<file path="src/rtl/mc_bus_master.sv">
// mc_bus_master -- processor-side bus master for the paged memory controllers.
//
// Takes one burst request at a time over a valid/ready handshake and plays it
// onto the multiplexed address/data bus: one address cycle, a turnaround cycle
// for reads, then a DATAPAYLOADSIZE-word data burst, then a one-cycle response.
//
// Optional feature macro: MC_BUS_MASTER_PAGE_CHECK_EN
//   defined   : requests to pages other than MEMPAGE1/MEMPAGE2 are rejected
//               (rsp_err=1, no bus cycle)
//   undefined : every request goes on the bus, rsp_err stays 0
//
// Ports
//   clk, resetH         clock, synchronous active-high reset
//   req_valid/req_ready request handshake (req_ready is combinational)
//   req_rw              1 = read, 0 = write
//   req_addr            burst start address (areg_t layout)
//   req_wdata           write payload, word i at [i*BUSWIDTH +: BUSWIDTH]
//   rsp_valid, rsp_err  one-cycle completion pulse and reject flag
//   rsp_rdata           read payload of the last completed read
//   bus_addr_valid      address cycle strobe
//   bus_rw              direction, driven in the address cycle only
//   bus_ad_out/_oe      master-driven address/data and its drive enable
//   bus_ad_in           value driven by the memory controller

package mcDefs;
  typedef struct packed {
    logic [3:0]  page;
    logic [11:0] loc;
  } areg_t;
  localparam logic [3:0] MEMPAGE1 = 4'h2;
  localparam logic [3:0] MEMPAGE2 = 4'hF;
endpackage

module mc_bus_master #(
  parameter int BUSWIDTH        = 16,
  parameter int DATAPAYLOADSIZE = 4
) (
  input  logic                                clk,
  input  logic                                resetH,
  input  logic                                req_valid,
  output logic                                req_ready,
  input  logic                                req_rw,
  input  logic [BUSWIDTH-1:0]                 req_addr,
  input  logic [BUSWIDTH*DATAPAYLOADSIZE-1:0] req_wdata,
  output logic                                rsp_valid,
  output logic                                rsp_err,
  output logic [BUSWIDTH*DATAPAYLOADSIZE-1:0] rsp_rdata,
  output logic                                bus_addr_valid,
  output logic                                bus_rw,
  output logic [BUSWIDTH-1:0]                 bus_ad_out,
  output logic                                bus_ad_oe,
  input  logic [BUSWIDTH-1:0]                 bus_ad_in
);
  localparam int CNT_W = (DATAPAYLOADSIZE > 1) ? $clog2(DATAPAYLOADSIZE) : 1;
  localparam logic [CNT_W-1:0] LAST = CNT_W'(DATAPAYLOADSIZE - 1);

  typedef logic [DATAPAYLOADSIZE-1:0][BUSWIDTH-1:0] words_t;
  typedef enum logic [2:0] {IDLE, ADDR, TURN, DATA, RESP} state_e;

  state_e        state_q, state_d;
  logic [CNT_W-1:0] cnt_q, cnt_d;
  logic          rw_q, rw_d;
  mcDefs::areg_t addr_q, addr_d;
  words_t        wdata_q, wdata_d;
  logic          err_q, err_d;
  words_t        rbuf_q, rbuf_d;    // read words collected during the burst
  words_t        rdata_q, rdata_d;  // published only when a read completes
  logic          rsp_valid_q, rsp_valid_d;
  logic          rsp_err_q, rsp_err_d;
  logic          addr_valid_q, addr_valid_d;
  logic          bus_rw_q, bus_rw_d;
  logic [BUSWIDTH-1:0] ad_out_q, ad_out_d;
  logic          oe_q, oe_d;
  logic          page_ok;

`ifdef MC_BUS_MASTER_PAGE_CHECK_EN
  // Page field of the areg_t layout sits in the top nibble.
  assign page_ok = (req_addr[15:12] == mcDefs::MEMPAGE1) ||
                   (req_addr[15:12] == mcDefs::MEMPAGE2);
`else
  assign page_ok = 1'b1;
`endif

  assign req_ready = (state_q == IDLE) && !resetH;

  // State and output registers
  always_ff @(posedge clk) begin
    if (resetH) begin
      state_q      <= IDLE;
      cnt_q        <= '0;
      rw_q         <= 1'b0;
      addr_q       <= '0;
      wdata_q      <= '0;
      err_q        <= 1'b0;
      rbuf_q       <= '0;
      rdata_q      <= '0;
      rsp_valid_q  <= 1'b0;
      rsp_err_q    <= 1'b0;
      addr_valid_q <= 1'b0;
      bus_rw_q     <= 1'b0;
      ad_out_q     <= '0;
      oe_q         <= 1'b0;
    end else begin
      state_q      <= state_d;
      cnt_q        <= cnt_d;
      rw_q         <= rw_d;
      addr_q       <= addr_d;
      wdata_q      <= wdata_d;
      err_q        <= err_d;
      rbuf_q       <= rbuf_d;
      rdata_q      <= rdata_d;
      rsp_valid_q  <= rsp_valid_d;
      rsp_err_q    <= rsp_err_d;
      addr_valid_q <= addr_valid_d;
      bus_rw_q     <= bus_rw_d;
      ad_out_q     <= ad_out_d;
      oe_q         <= oe_d;
    end
  end

  // Next state, burst counter and request capture
  always_comb begin
    state_d = state_q;
    cnt_d   = '0;
    rw_d    = rw_q;
    addr_d  = addr_q;
    wdata_d = wdata_q;
    err_d   = err_q;
    case (state_q)
      IDLE: if (req_valid && req_ready) begin
        rw_d    = req_rw;
        addr_d  = req_addr;
        wdata_d = req_wdata;
        err_d   = !page_ok;
        state_d = page_ok ? ADDR : RESP;
      end
      ADDR: state_d = rw_q ? TURN : DATA;
      TURN: state_d = DATA;
      DATA: begin
        cnt_d = cnt_q + 1'b1;
        if (cnt_q == LAST) begin
          cnt_d   = '0;
          state_d = RESP;
        end
      end
      RESP:    state_d = IDLE;
      default: state_d = IDLE;
    endcase
  end

  // Outputs are registered, so they are decoded from the state being entered.
  always_comb begin
    addr_valid_d = 1'b0;
    bus_rw_d     = 1'b0;
    ad_out_d     = '0;
    oe_d         = 1'b0;
    rsp_valid_d  = 1'b0;
    rsp_err_d    = 1'b0;
    rbuf_d       = rbuf_q;
    rdata_d      = rdata_q;
    case (state_d)
      ADDR: begin
        addr_valid_d = 1'b1;
        bus_rw_d     = rw_d;
        ad_out_d     = addr_d;
        oe_d         = 1'b1;
      end
      DATA: if (!rw_d) begin
        oe_d     = 1'b1;
        ad_out_d = wdata_d[cnt_d];
      end
      RESP: begin
        rsp_valid_d = 1'b1;
        rsp_err_d   = err_d;
      end
      default: ;
    endcase
    // Read capture: sample at the end of each data cycle; the last word
    // publishes the whole burst so rsp_rdata never shows a partial read.
    if (state_q == DATA && rw_q) begin
      rbuf_d[cnt_q] = bus_ad_in;
      if (cnt_q == LAST) rdata_d = rbuf_d;
    end
  end

  assign rsp_valid      = rsp_valid_q;
  assign rsp_err        = rsp_err_q;
  assign rsp_rdata      = rdata_q;
  assign bus_addr_valid = addr_valid_q;
  assign bus_rw         = bus_rw_q;
  assign bus_ad_out     = ad_out_q;
  assign bus_ad_oe      = oe_q;

endmodule

</file>
<file path="config.mk">
export PLATFORM = sky130hd
export DESIGN_NAME = mc_bus_master
export DESIGN_NICKNAME = d
export VERILOG_FILES = /design/src/rtl/mc_bus_master.sv
export SDC_FILE = /design/constraint.sdc
export NUM_CORES = 1
export LEC_CHECK = 0
export BUFFER_PORTS_ARGS = -buffer_cell sky130_fd_sc_hd__buf_2
export CAP_MARGIN = 20
export CORE_MARGIN = 10
export CORE_UTILIZATION = 51
export CTS_CLUSTER_DIAMETER = 150
export CTS_CLUSTER_SIZE = 12
export DETAILED_ROUTE_END_ITERATION = 8
export PLACE_DENSITY_LB_ADDON = 0.12
export SLEW_MARGIN = 20
export SYNTH_ARGS = -nofsm -noshare
export SYNTH_HDL_FRONTEND = slang
export SYNTH_SLANG_ARGS = --single-unit
</file>
<file path="constraint.sdc">
create_clock -name clk -period 2.75 [get_ports clk]
set_clock_uncertainty 0.05 [all_clocks]
set_input_delay 0.55 -clock clk [delete_from_list [all_inputs] [get_ports clk]]
set_output_delay 0.55 -clock clk [all_outputs]
set_load 0.03 [all_outputs]
</file>
Word level (Yosys, flattened, before mapping)
Cells that the tools add are included.
{"block": "totals", "register_bits": 236, "inputBits": 100, "output_inout_bits": 86, "word_cells": 71}
{"block": "op_classes", "addsub": 1, "n_lt_le_gt_ge": 3, "eq_ne": 7, "n_mux": 25, "bitwise_logic": 2, "n_reduce_logical": 9}
{"op": "64-bit two-way mux", "n": 2}
{"op": "16-bit two-way mux", "n": 5}
{"op": "64-bit bitwise mux", "n": 1}
{"op": "16-bit binary-select mux with 2-bit select", "n": 1}
{"op": "16-bit demux with 2-bit select", "n": 1}
{"op": "16-bit case mux with 2 select lines", "n": 1}
{"op": "3-bit case mux with 4 select lines", "n": 1}
{"op": "3-bit by 2-bit == test with 1-bit output (second input constant)", "n": 3}
{"op": "1-bit two-way mux", "n": 8}
{"op": "3-bit by 1-bit == test with 1-bit output (second input constant)", "n": 2}
{"op": "2-bit by 3-bit < comparator with 1-bit output (second input constant)", "n": 2}
{"op": "3-bit two-way mux", "n": 2}
{"op": "1-bit logical AND", "n": 4}
{"op": "2-bit two-way mux", "n": 2}
{"op": "2-bit OR reduction", "n": 2}
{"op": "3-bit == test (second input constant)", "n": 1}
{"op": "3-bit zero test", "n": 1}
{"op": "2-bit by 1-bit adder with 2-bit output (second input constant)", "n": 1}
{"op": "2-bit == test (second input constant)", "n": 1}
{"op": "2-bit by 1-bit >= comparator with 1-bit output (second input constant)", "n": 1}
{"op": "1-bit NOT", "n": 2}
{"op": "1-bit case mux with 2 select lines", "n": 1}
{"op": "2-bit AND reduction", "n": 1}
{"op": "1-bit zero test", "n": 1}

Depth between registers and ports, before layout
{"block": "depth", "word_depth": 9, "ltp_mapped": 9, "mapped_depth_nobuf": 7}

Worst setup path after synthesis
OpenSTA, ideal clock, no wires.
{"block": "synth_timing", "path_kind": "in2reg", "start": "input resetH", "end": "register ad_out_q[10], in the netlist bus_ad_out[10]", "setup_time_ps": 117, "arrival_time_ps": 2025, "t_required_ps": 2583, "path_slack_ps": 557, "cell_stages": 7, "path_buffers": 2, "cell_sequence": "clkbuf_1 nor4_4 a21o_1 clkbuf_1 o22ai_1 a22oi_1 nand2_1"}
{"block": "synth_between", "elab_chain_len": 9, "word_cells_on_any_way": 17, "classes_between": "eq/ne (2); mux (12); reduce/logical (3)"}
{"item": "start: declaration", "line": "39", "rtl": "input logic resetH,"}
{"item": "1-bit zero test *", "line": "84", "rtl": "assign req_ready = (state_q == IDLE) && !resetH;"}
{"item": "1-bit logical AND *", "line": "84"}
{"item": "named net req_ready", "line": "41", "rtl": "output logic req_ready,"}
{"item": "1-bit logical AND *", "line": "130", "rtl": "IDLE: if (req_valid && req_ready) begin"}
{"item": "64-bit two-way mux", "line": "130"}
{"item": "64-bit two-way mux", "line": "129", "rtl": "case (state_q)"}
{"item": "16-bit binary-select mux with 2-bit select", "line": "170", "rtl": "ad_out_d = wdata_d[cnt_d];"}
{"item": "16-bit two-way mux (implied by the code)", "line": "170"}
{"item": "16-bit two-way mux", "line": "168", "rtl": "DATA: if (!rw_d) begin"}
{"item": "16-bit case mux with 2 select lines *", "line": "161", "rtl": "case (state_d)"}
{"item": "end signal: assignment", "line": "116", "rtl": "ad_out_q <= ad_out_d;"}
{"item": "end: declaration", "line": "72", "rtl": "logic [BUSWIDTH-1:0] ad_out_q, ad_out_d;"}
The timed path passes the listed nets; every way through them passes the cells marked *. The select of a mux whose other input is x is not followed.
A chain may end at the register's enable or synchronous reset.

Final worst setup path
{"block": "layout_timing", "start": "register cnt_q[0]", "end": "register ad_out_q[8], in the netlist bus_ad_out[8]"}
{"block": "layout_between", "elab_chain_len": 7, "word_cells_on_any_way": 12, "classes_between": "add/sub (1); eq/ne (3); mux (8)"}
{"item": "start: declaration", "line": "61", "rtl": "logic [CNT_W-1:0] cnt_q, cnt_d;"}
{"item": "start signal: assignment", "line": "105", "rtl": "cnt_q <= cnt_d;"}
{"item": "2-bit by 1-bit adder with 2-bit output / 2-bit == test (equally long branches)", "line": "140, 141"}
{"item": "2-bit two-way mux", "line": "141", "rtl": "if (cnt_q == LAST) begin"}
{"item": "2-bit two-way mux", "line": "129"}
{"item": "16-bit binary-select mux with 2-bit select", "line": "170"}
{"item": "16-bit two-way mux (implied by the code)", "line": "170"}
{"item": "16-bit two-way mux", "line": "168"}
{"item": "16-bit case mux with 2 select lines *", "line": "161"}
Mark *: on every way between the ends. The rest lies on a longest branch, timed or not. The select of a mux whose other input is x is not followed.

==> impl_results.md <==
* CTS tree: done
* Die height at around 150 µm
* Worst path slowest cell: dfxtp_1
* Hold-fix buffers, CTS at 0
* Most frequent cells in the layout: nand2_1 (239), dfxtp_1 (204), buf_2 (184), mux2i_1 (110), a21oi_1 (100)
* Post-CTS setup buffers at 0
* Max VDD drop at ~0.0004 V
* Max-cap viol count at 0
* DRT iter0 DRCs at between 400 and 500
* Most common cell after layout, fill and taps aside: nand2_1
* Min-delay worst type: in -> reg
* Pleak at roughly 4.4 nW
* CP Capture Type: flop
* Grt ovf at 0
* Measured slew at the worst slew-check pin at 1.07 ns
* First-pass GRT wire length at approximately 37000 µm
* H-tree depth at 1
* Critical Path RT at 3.07 ns
* Power per cell area at 616 nW/µm²
* Clock Latency Late Sink at 0.48 ns
* Pre-Repair DR Iteration Count at 5
* Synth Instances at slightly below 1000
* Vias post-DR at roughly 7200
* Area leader, netlist: dfxtp_1
* Final ANT Viol Nets at 0
* Top cell type's share of synthesized area at ~48%
* Synth Register Bits at just over 200
* CP Buf/Inv Count at 2
* Worst path max stage delay at around 0.44 ns
* Io pins at about 190
* ANT cells at 0
* Stages on the worst setup path at 8
* Met3 track demand over resource at 4.86%
* Setup crit end: bus_ad_out[8]$_SDFF_PP0_
* Die W at 150 µm
* Synth top area cells: dfxtp_1 (48%), mux2i_1 (13%), nand2_1 (10%), a21oi_1 (5.8%), a211oi_1 (5.3%)
* Critical path's top delay family: buffers and inverters
* Post-CTS Resized at 0
* Worst reg2reg path startpoint: cnt_q[0]$_SDFF_PP0_
* # nets final at about 1200
* Placed inst area at between 9000 and 10000 µm²
* Filler cell count at approximately 1500
* Worst-path clk slew at around 0.06 ns
* Number of global-route vias before repair at 6616
* Root buf cell: clkbuf_16
* Num rows at 47
* Core area at approximately 17000 µm²
* Gr busiest metal: met2
* Detail Placement HPWL at between 15000 and 20000 µm
* Fmax at approximately 0.43 GHz
* Critical Path AT at 2.62 ns
* Crit path launch type: flop
* Syn avg cell area at 8.75 µm²
* Num CTS Buffers at 20
* Largest net degree at the start of global routing at 180
* Critical path peak fanout at 63
* Worst r2r path cells at 8
* Seq. cell area at between 4000 and 5000 µm²
* Post-route cell area at between 10000 and 15000 µm²
* GRT met2 Usage at about 30%
* Worst Setup SP: cnt_q[0]$_SDFF_PP0_
* Multi-input logic area at around 4000 µm²
* Crit path kind: reg -> reg
* TNS Setup at 0 ns
* YS warnings at 0
* Final Hold Viols at 0
* P&R area growth vs syn at 17.7%
* Placer Congestion at 0.795
* Layout cells sized above 1 at 22.0%
* RR Endpoint: bus_ad_out[8]$_SDFF_PP0_
* Library cells used by synthesis at 34
* DRC Markers at 0
* Final Max Tran Viols at 0
* R2r setup slk at approximately 0.45 ns
* Final wirelength at approximately 24000 µm
* Seq/Total Area, Yosys at between 40% and 50%
* IO buf count at between 150 and 200
* Initial core utilization at between 50% and 60%
* Clock buffer depth at 3
* Period utilisation layout at between 80% and 90%
* Slew headroom at between 20% and 30%
* Drt wl/cell at 17.9 µm
* DR vias/cell at ~5.4
* Post-Syn Nets at 1083
* Crit path cell chain: inv_1, ha_1, nand4b_1, buf_12, mux2i_1, o22ai_1, a22oi_1, nand2_1
* Unrepaired setup endpoints after global routing: no
* Status: complete, no violations
* Clk sinks at around 200
* Initial antenna violation count at 0
* Min cycle time layout at 2.30 ns
* Met1 Use GR at between 20% and 30%
* Synthesized area at roughly 8600 µm²
* GRT Overall Usage at roughly 20%
* Full die area at ~22000 µm²
* Setup-failing EPs final at 0
## Yosys cell counts
master	instances
a211oi_1	61
a211oi_2	16
a21boi_0	1
a21boi_1	1
a21o_1	1
a21oi_1	100
a22oi_1	16
a31oi_1	1
and2_1	4
and3_1	1
buf_2	33
buf_4	4
buf_6	5
clkbuf_1	41
clkbuf_2	4
dfxtp_1	204
ha_1	4
inv_1	6
inv_2	1
mux2i_1	110
nand2_1	239
nand2b_1	1
nand3_1	1
nand3b_2	1
nand4b_1	1
nor2_1	81
nor2_4	1
nor3b_1	2
nor3b_2	1
nor4_4	2
o21ai_0	2
o21ai_2	1
o21ba_1	1
o22ai_1	31
## power breakdown
| group | internal (mW) | total [mW] | switching (mW) | leakage (nW) |
|---|---|---|---|---|
| combinational | 0.249 | 0.695 | 0.446 | 2.45 |
| sequential | 3.06 | 3.13 | 0.0615 | 1.65 |
| clock | 1.34 | 2.39 | 1.05 | 0.259 |
| total | 4.65 | 6.21 | 1.56 | 4.36 |
## worst min-delay path by stage
| stage | slack [ns] | from | cells after the start | to |
|---|---|---|---|---|
| after global routing | 0.19 | req_addr[14] | 3 | bus_ad_out[14]$_SDFF_PP0_ |
| final | 0.19 | req_addr[10] | 3 | bus_ad_out[10]$_SDFF_PP0_ |
| after detailed placement | 0.38 | err_q$_SDFF_PP0_ | 2 | err_q$_SDFF_PP0_ |
| after CTS | 0.19 | req_addr[10] | 3 | bus_ad_out[10]$_SDFF_PP0_ |
| after global placement | 0.37 | err_q$_SDFF_PP0_ | 2 | err_q$_SDFF_PP0_ |
| after floorplan | 0.36 | err_q$_SDFF_PP0_ | 2 | err_q$_SDFF_PP0_ |
## metal layers
layer | part of all wire (%) | up-vias | wire [µm]
met5 | 0 | - | 0
met4 | 1.3 | 0 | 299
met3 | 7.2 | 25 | 1720
met2 | 45 | 203 | 10600
met1 | 47 | 3315 | 11200
li1 | - | 3648 | -
## flip-flops by register name, indices dropped and copies added (netlist names), 2 cells and up
register and flops:
rbuf_q 48, rsp_rdata 64, wdata_q 64, bus_ad_out 16, cnt_q 2, state_q 3
## through the flow
stage                     utilization [%]  power [mW]  setup slack, ns  hold slack [ns]  std cells
after floorplan                         -        3.62            0.557            0.355        979
after global placement               57.7        3.87            0.450            0.369       1311
after detailed placement             57.7        3.88            0.380            0.377       1311
after CTS                            60.9        6.26            0.353            0.187       1332
after global routing                 61.0        6.45            0.293            0.194       1333
final                                61.0        6.21            0.448            0.194       1333
## kinds of logic (layout without fill, tap and decap cells)
family          count (synthesis)  count (layout)  synth area share, %
simple gates                  335             335                 15.7
compound gates                232             232                 17.9
flops                         204             204                 47.7
mux                           110             110                 12.9
buf+inv                        94             228                 5.28
fa+ha+maj                       4               4                0.585
## tightest hold or removal path: cells and delay by family
kind                   cells  cell delay [ns]
and+or+nand+nor            2             0.08
buffers and inverters      1             0.07
## area by class of cell
| class | count | share of cell area (%) |
|---|---|---|
| inverters | 7 | 0.273 |
| clock buffers | 21 | 5.21 |
| multi-input cells | 681 | 40.0 |
| well taps | 220 | 2.73 |
| flip-flops and latches | 204 | 40.5 |
| repair buffers | 200 | 11.3 |
No activity file was read; power rests on OpenSTA's default activity.
